<file path="src/rtl/regfile_write_arbiter.sv">
// Register-file write-port arbiter: trigger first, then round-robin between ALU and load writeback.
// Writes leave through a registered stage. Statistics counters exist only when REGFILE_ARB_STATS_EN is defined.
module regfile_write_arbiter #(
   parameter int ADDRESS_WIDTH = 5,
   parameter int DATA_WIDTH    = 32,
   parameter int TRIGGER_REG   = 5,
   parameter int TRIGGER_VALUE = 1
) (
   input  logic                     clk,
   input  logic                     rst_n,
   input  logic                     req0_valid_i,
   input  logic [ADDRESS_WIDTH-1:0] req0_addr_i,
   input  logic [DATA_WIDTH-1:0]    req0_data_i,
   output logic                     req0_ready_o,
   input  logic                     req1_valid_i,
   input  logic [ADDRESS_WIDTH-1:0] req1_addr_i,
   input  logic [DATA_WIDTH-1:0]    req1_data_i,
   output logic                     req1_ready_o,
   input  logic                     TRIGGER_i,
   output logic                     WE3_o,
   output logic [ADDRESS_WIDTH-1:0] AD3_o,
   output logic [DATA_WIDTH-1:0]    WD3_o,
   output logic                     trig_pending_o,
   output logic [15:0]              grant_cnt0_o,
   output logic [15:0]              grant_cnt1_o,
   output logic [15:0]              stall_cnt_o
);
   localparam logic [ADDRESS_WIDTH-1:0] TRIG_ADDR = ADDRESS_WIDTH'(TRIGGER_REG);
   localparam logic [DATA_WIDTH-1:0]    TRIG_DATA = DATA_WIDTH'(TRIGGER_VALUE);

   // Handshake: reqN transfers in the cycle reqN_valid_i && reqN_ready_o. Ready is derived from
   // valid and is never high without it; the requester holds addr/data while valid && !ready.

   logic                     trig_pending_q;
   logic                     trig_prev_q;
   logic                     last_grant_q;   // 1: requester 1 won the last contention
   logic                     trig_set;
   logic                     gnt_trig;
   logic                     gnt0;
   logic                     gnt1;
   logic                     contention;
   logic                     sel_valid;
   logic [ADDRESS_WIDTH-1:0] sel_addr;
   logic [DATA_WIDTH-1:0]    sel_data;

   // A held TRIGGER_i level counts once; only a new assertion queues another write.
   assign trig_set = TRIGGER_i & ~trig_prev_q;

   always_comb begin
      gnt_trig   = trig_pending_q;
      contention = req0_valid_i & req1_valid_i;
      gnt0       = ~trig_pending_q & req0_valid_i & (~req1_valid_i | last_grant_q);
      gnt1       = ~trig_pending_q & req1_valid_i & (~req0_valid_i | ~last_grant_q);
      sel_valid  = gnt_trig | gnt0 | gnt1;
      sel_addr   = '0;
      sel_data   = '0;
      if (gnt_trig) begin
         sel_addr = TRIG_ADDR;
         sel_data = TRIG_DATA;
      end else if (gnt0) begin
         sel_addr = req0_addr_i;
         sel_data = req0_data_i;
      end else if (gnt1) begin
         sel_addr = req1_addr_i;
         sel_data = req1_data_i;
      end
   end

   assign req0_ready_o   = gnt0;
   assign req1_ready_o   = gnt1;
   assign trig_pending_o = trig_pending_q;

   always_ff @(posedge clk or negedge rst_n) begin
      if (!rst_n) begin
         trig_pending_q <= 1'b0;
         trig_prev_q    <= 1'b0;
         last_grant_q   <= 1'b1;
      end else begin
         trig_prev_q    <= TRIGGER_i;
         trig_pending_q <= trig_set | (trig_pending_q & ~gnt_trig);
         if (~trig_pending_q & contention) begin
            last_grant_q <= gnt1;
         end
      end
   end

   // Writes to x0 complete the handshake but never reach the register file.
   always_ff @(posedge clk or negedge rst_n) begin
      if (!rst_n) begin
         WE3_o <= 1'b0;
         AD3_o <= '0;
         WD3_o <= '0;
      end else begin
         WE3_o <= sel_valid && (sel_addr != '0);
         if (sel_valid && (sel_addr != '0)) begin
            AD3_o <= sel_addr;
            WD3_o <= sel_data;
         end
      end
   end

`ifdef REGFILE_ARB_STATS_EN
   logic [15:0] cnt0_q;
   logic [15:0] cnt1_q;
   logic [15:0] stall_q;
   logic        stall;

   assign stall = (req0_valid_i & ~gnt0) | (req1_valid_i & ~gnt1);

   always_ff @(posedge clk or negedge rst_n) begin
      if (!rst_n) begin
         cnt0_q  <= '0;
         cnt1_q  <= '0;
         stall_q <= '0;
      end else begin
         if (gnt0 && (cnt0_q != 16'hFFFF)) cnt0_q <= cnt0_q + 16'd1;
         if (gnt1 && (cnt1_q != 16'hFFFF)) cnt1_q <= cnt1_q + 16'd1;
         if (stall && (stall_q != 16'hFFFF)) stall_q <= stall_q + 16'd1;
      end
   end

   assign grant_cnt0_o = cnt0_q;
   assign grant_cnt1_o = cnt1_q;
   assign stall_cnt_o  = stall_q;
`else
   assign grant_cnt0_o = '0;
   assign grant_cnt1_o = '0;
   assign stall_cnt_o  = '0;
`endif

endmodule

</file>
<file path="config.mk">
export PLATFORM = sky130hd
export DESIGN_NAME = regfile_write_arbiter
export DESIGN_NICKNAME = d
export VERILOG_FILES = /design/src/rtl/regfile_write_arbiter.sv
export SDC_FILE = /design/constraint.sdc
export NUM_CORES = 1
export LEC_CHECK = 0
export BUFFER_PORTS_ARGS = -buffer_cell sky130_fd_sc_hd__buf_4
export CORE_AREA = 2 2 80 82
export DETAILED_ROUTE_END_ITERATION = 10
export DIE_AREA = 0 0 82 84
export GPL_TIMING_DRIVEN = 0
export PLACE_DENSITY = 0.74
export SLEW_MARGIN = 20
export SYNTH_ARGS = -nofsm -noshare
export SYNTH_HDL_FRONTEND = slang
export SYNTH_SLANG_ARGS = --single-unit
</file>
<file path="constraint.sdc">
create_clock -name clk -period 1.8 [get_ports clk]
set_input_delay 0.36 -clock clk [delete_from_list [all_inputs] [get_ports clk]]
set_output_delay 0.36 -clock clk [all_outputs]
set_load 0.01 [all_outputs]
</file>
==> results.cfg <==
[grt]
grt_pass1_wl_um = 8756
grt_pass1_vias = 1947
top_usage_layer = met2
gr-usage-met1_pct = 18.01
antenna_found_initial = 0
use_met3_pct = 4.221
overflow = 0
grt_max_degree = 42
grt_use_total_pct = 16.38
grtUsageMet2_pct = 29.86

[synth]
netlist.area_leader.share_pct = 42.80
ys_top_cells_by_area = dfrtp_1 (43%), buf_4 (15%), a22o_1 (12%)
ys_seq_elements = 41
async_reset_ff_share_pct = 100.0
synth-edff-count = 0
netlist_area_mm2 = 0.002338
synthFlopType = dfrtp_1
synth_cells = 194
ys_warn_count = 0
yosysTopAreaCell = dfrtp_1
synth_cell_types = 27
synth-seq-area-share_pct = 43.93
syn-mean-instance-area_um2 = 12.05

[clock_tree]
clkSinkCount = 41
cts_tree = built
clockRootBuffer = clkbuf_8
htreeDepth = 2
cts.clk_slew.worst_paths_ns = 0.07
ctsHoldBuffers = 0
cts_made_buffers = 5
cts_buffer_depth = 2
clock_latency_ns = 0.29

[detailed_routing]
drc_errors = 0
wirelength_um = 5837
viasPerCell = 4.512
wl_per_cell_um = 13.00
ant_nets = 0
num_vias = 2026
drtIter0Drc = 44
drt_pass1_iterations = 4

[final_layout]
nNetsFinal = 452
n_fill_cell = 516
antennaDiodeCount = 0
layout_common_cells = buf_4 (171), conb_1 (48), dfrtp_1 (40), a22o_1 (31), mux2_2 (18)
syn2layout_area_growth_pct = 60.67
final-seq-area_mm2 = 0.001027
multi_input_area_mm2 = 0.001061
final_common_cell = buf_4
drive_gt1_share_pct = 61.29

[timing]
setup-violations-final = 4
max_slew_margin_pct = 65.00
maxSlewViolCount = 0
setup_ws_ns = -0.04621
hold-worst-slack_ns = 0.04565
fin_skew_ns = 0.005462
rsz0062_at_grt = yes
worst_pin_slew_ns = 0.5250
fin_crit_sh_pct = 102.6
post-route-min-period_ns = 1.846
hold_violations = 0
max_freq_mhz = 541.7

[min_path]
hold_class = in -> async

[setup_path]
arrival_ns = 1.49
cp_slowest_stage_delay_ns = 0.57
crit_fanout = 6
worst_setup_path_end_kind = output port
cp_num_buf_inv = 2
critPathTopFamily = flip-flops
crit_required_ns = 1.44
path_cells = nand2b_4, and3_4, clkbuf_16, buf_6
path_class = reg -> out
r2r_end = WD3_o[1]
cp_slowest_cell = dfstp_2
reg2regPathDepth = 6
r2r_slack_ns = -0.01
cp-start-kind = flip-flop
r2r-start = last_grant_q

[run_status]
status = finished with violations
violations = negative setup slack

[power_and_ir_drop]
combPwrFrac_pct = 45.6
p_total_w = 0.003322
power_density_mw_per_mm2 = 884.1
internal-power_w = 0.002316
swShare_pct = 30.28
p_clk_share_pct = 16.4
vdd_drop_max_v = 0.0004055
p_seq_share_pct = 38.0
power_switching_w = 0.001006
power.leakage_nw = 2.105

[floorplan]
pin_count = 168
die-width_um = 82
initial_core_util_pct = 38.36
die_h_um = 84
dieArea_mm2 = 0.006888
rows = 29
core_mm2 = 0.006096

[placement]
place_congestion = 0.7242
place_hpwl_um = 4482
dpl_worst_slack_ns = -0.2501
port_buffers = 119

[job]
drv_cap = 0
## cell type report
type                       instances  share of cell area, %
buffer                            58                  12.59
clock buffer                       5                  1.832
clock inverter                     1                 0.1332
inverter                           6                 0.5994
multi-input combinational        134                  28.24
sequential                        41                  27.34
tap                               77                  2.564
timing repair buffer             127                  26.71
## power by group through the flow
stage	clock [W]	combinational [W]	sequential (W)
6_report	0.000545	0.00151	0.00126
5_1_grt	0.000611	0.00163	0.00130
4_1_cts	0.000568	0.00145	0.00127
3_3_place_gp	0	0.00135	0.00127
2_1_floorplan	0	0.000672	0.00136
3_5_place_dp	0	0.00137	0.00128
## cell families after synthesis
logic type	count (synthesis)	synth area share [%]
buf+inv	66	19.53
compound gates	45	16.32
flops	41	43.93
mux	32	17.66
simple gates	8	2.033
xor+xnor	1	0.3746
other cells	1	0.1604
## state kept, by name, indices dropped and copies added, names as in the netlist
| signal | flops |
|---|---|
| WD3_o | 32 |
| AD3_o | 5 |
| WE3_o | 1 |
| last_grant_q | 1 |
| trig_pending_o | 1 |
| trig_prev_q | 1 |
## cells in the mapped netlist, types with 2 or more instances
cell type / n
and3_1: 2
and2_1: 2
inv_1: 6
mux2_4: 14
buf_2: 5
a22oi_1: 3
buf_4: 48
buf_6: 3
o22ai_1: 3
o211ai_1: 2
dfrtp_1: 40
clkbuf_1: 4
mux2_2: 18
a22o_1: 31
## repair_timing
item                                    4_1_cts  5_1_grt
resized for setup                            14       13
buffers inserted                              4        2
gates cloned                                  0        2
endpoints found under the setup margin       32       34
pin swaps                                     2        1
## worst max path at each step
stage / startpoint / end / slack, ns / cells past startpoint
finish: last_grant_q / req0_ready_o / -0.05 / 4
global route: last_grant_q / WD3_o[29] / -0.11 / 6
CTS: last_grant_q / req0_ready_o / -0.1 / 5
detailed placement: last_grant_q / req0_ready_o / -0.25 / 5
global placement: last_grant_q / req0_ready_o / -0.24 / 5
floorplan: last_grant_q / WD3_o[0] / 0.12 / 6
## per-layer routing
metal  vias to the layer above  share of wire [%]
li1                        962                  -
met5                         -                  0
met3                        11                9.0
met4                         0                1.6
met2                        93                 53
met1                       960                 36
## metrics by stage
| stage | util, % | setup TNS [ns] | instance area, um^2 | instances |
|---|---|---|---|---|
| 2_1_floorplan | - | 0 | 2515 | 241 |
| 3_3_place_gp | 57.49 | -3.638 | 3505 | 437 |
| 3_5_place_dp | 57.49 | -3.660 | 3505 | 437 |
| 4_1_cts | 60.12 | -0.8768 | 3665 | 446 |
| 5_1_grt | 61.64 | -2.319 | 3757 | 449 |
| 6_report | 61.64 | -0.05828 | 3757 | 449 |
(Power assumes the default switching activity.)
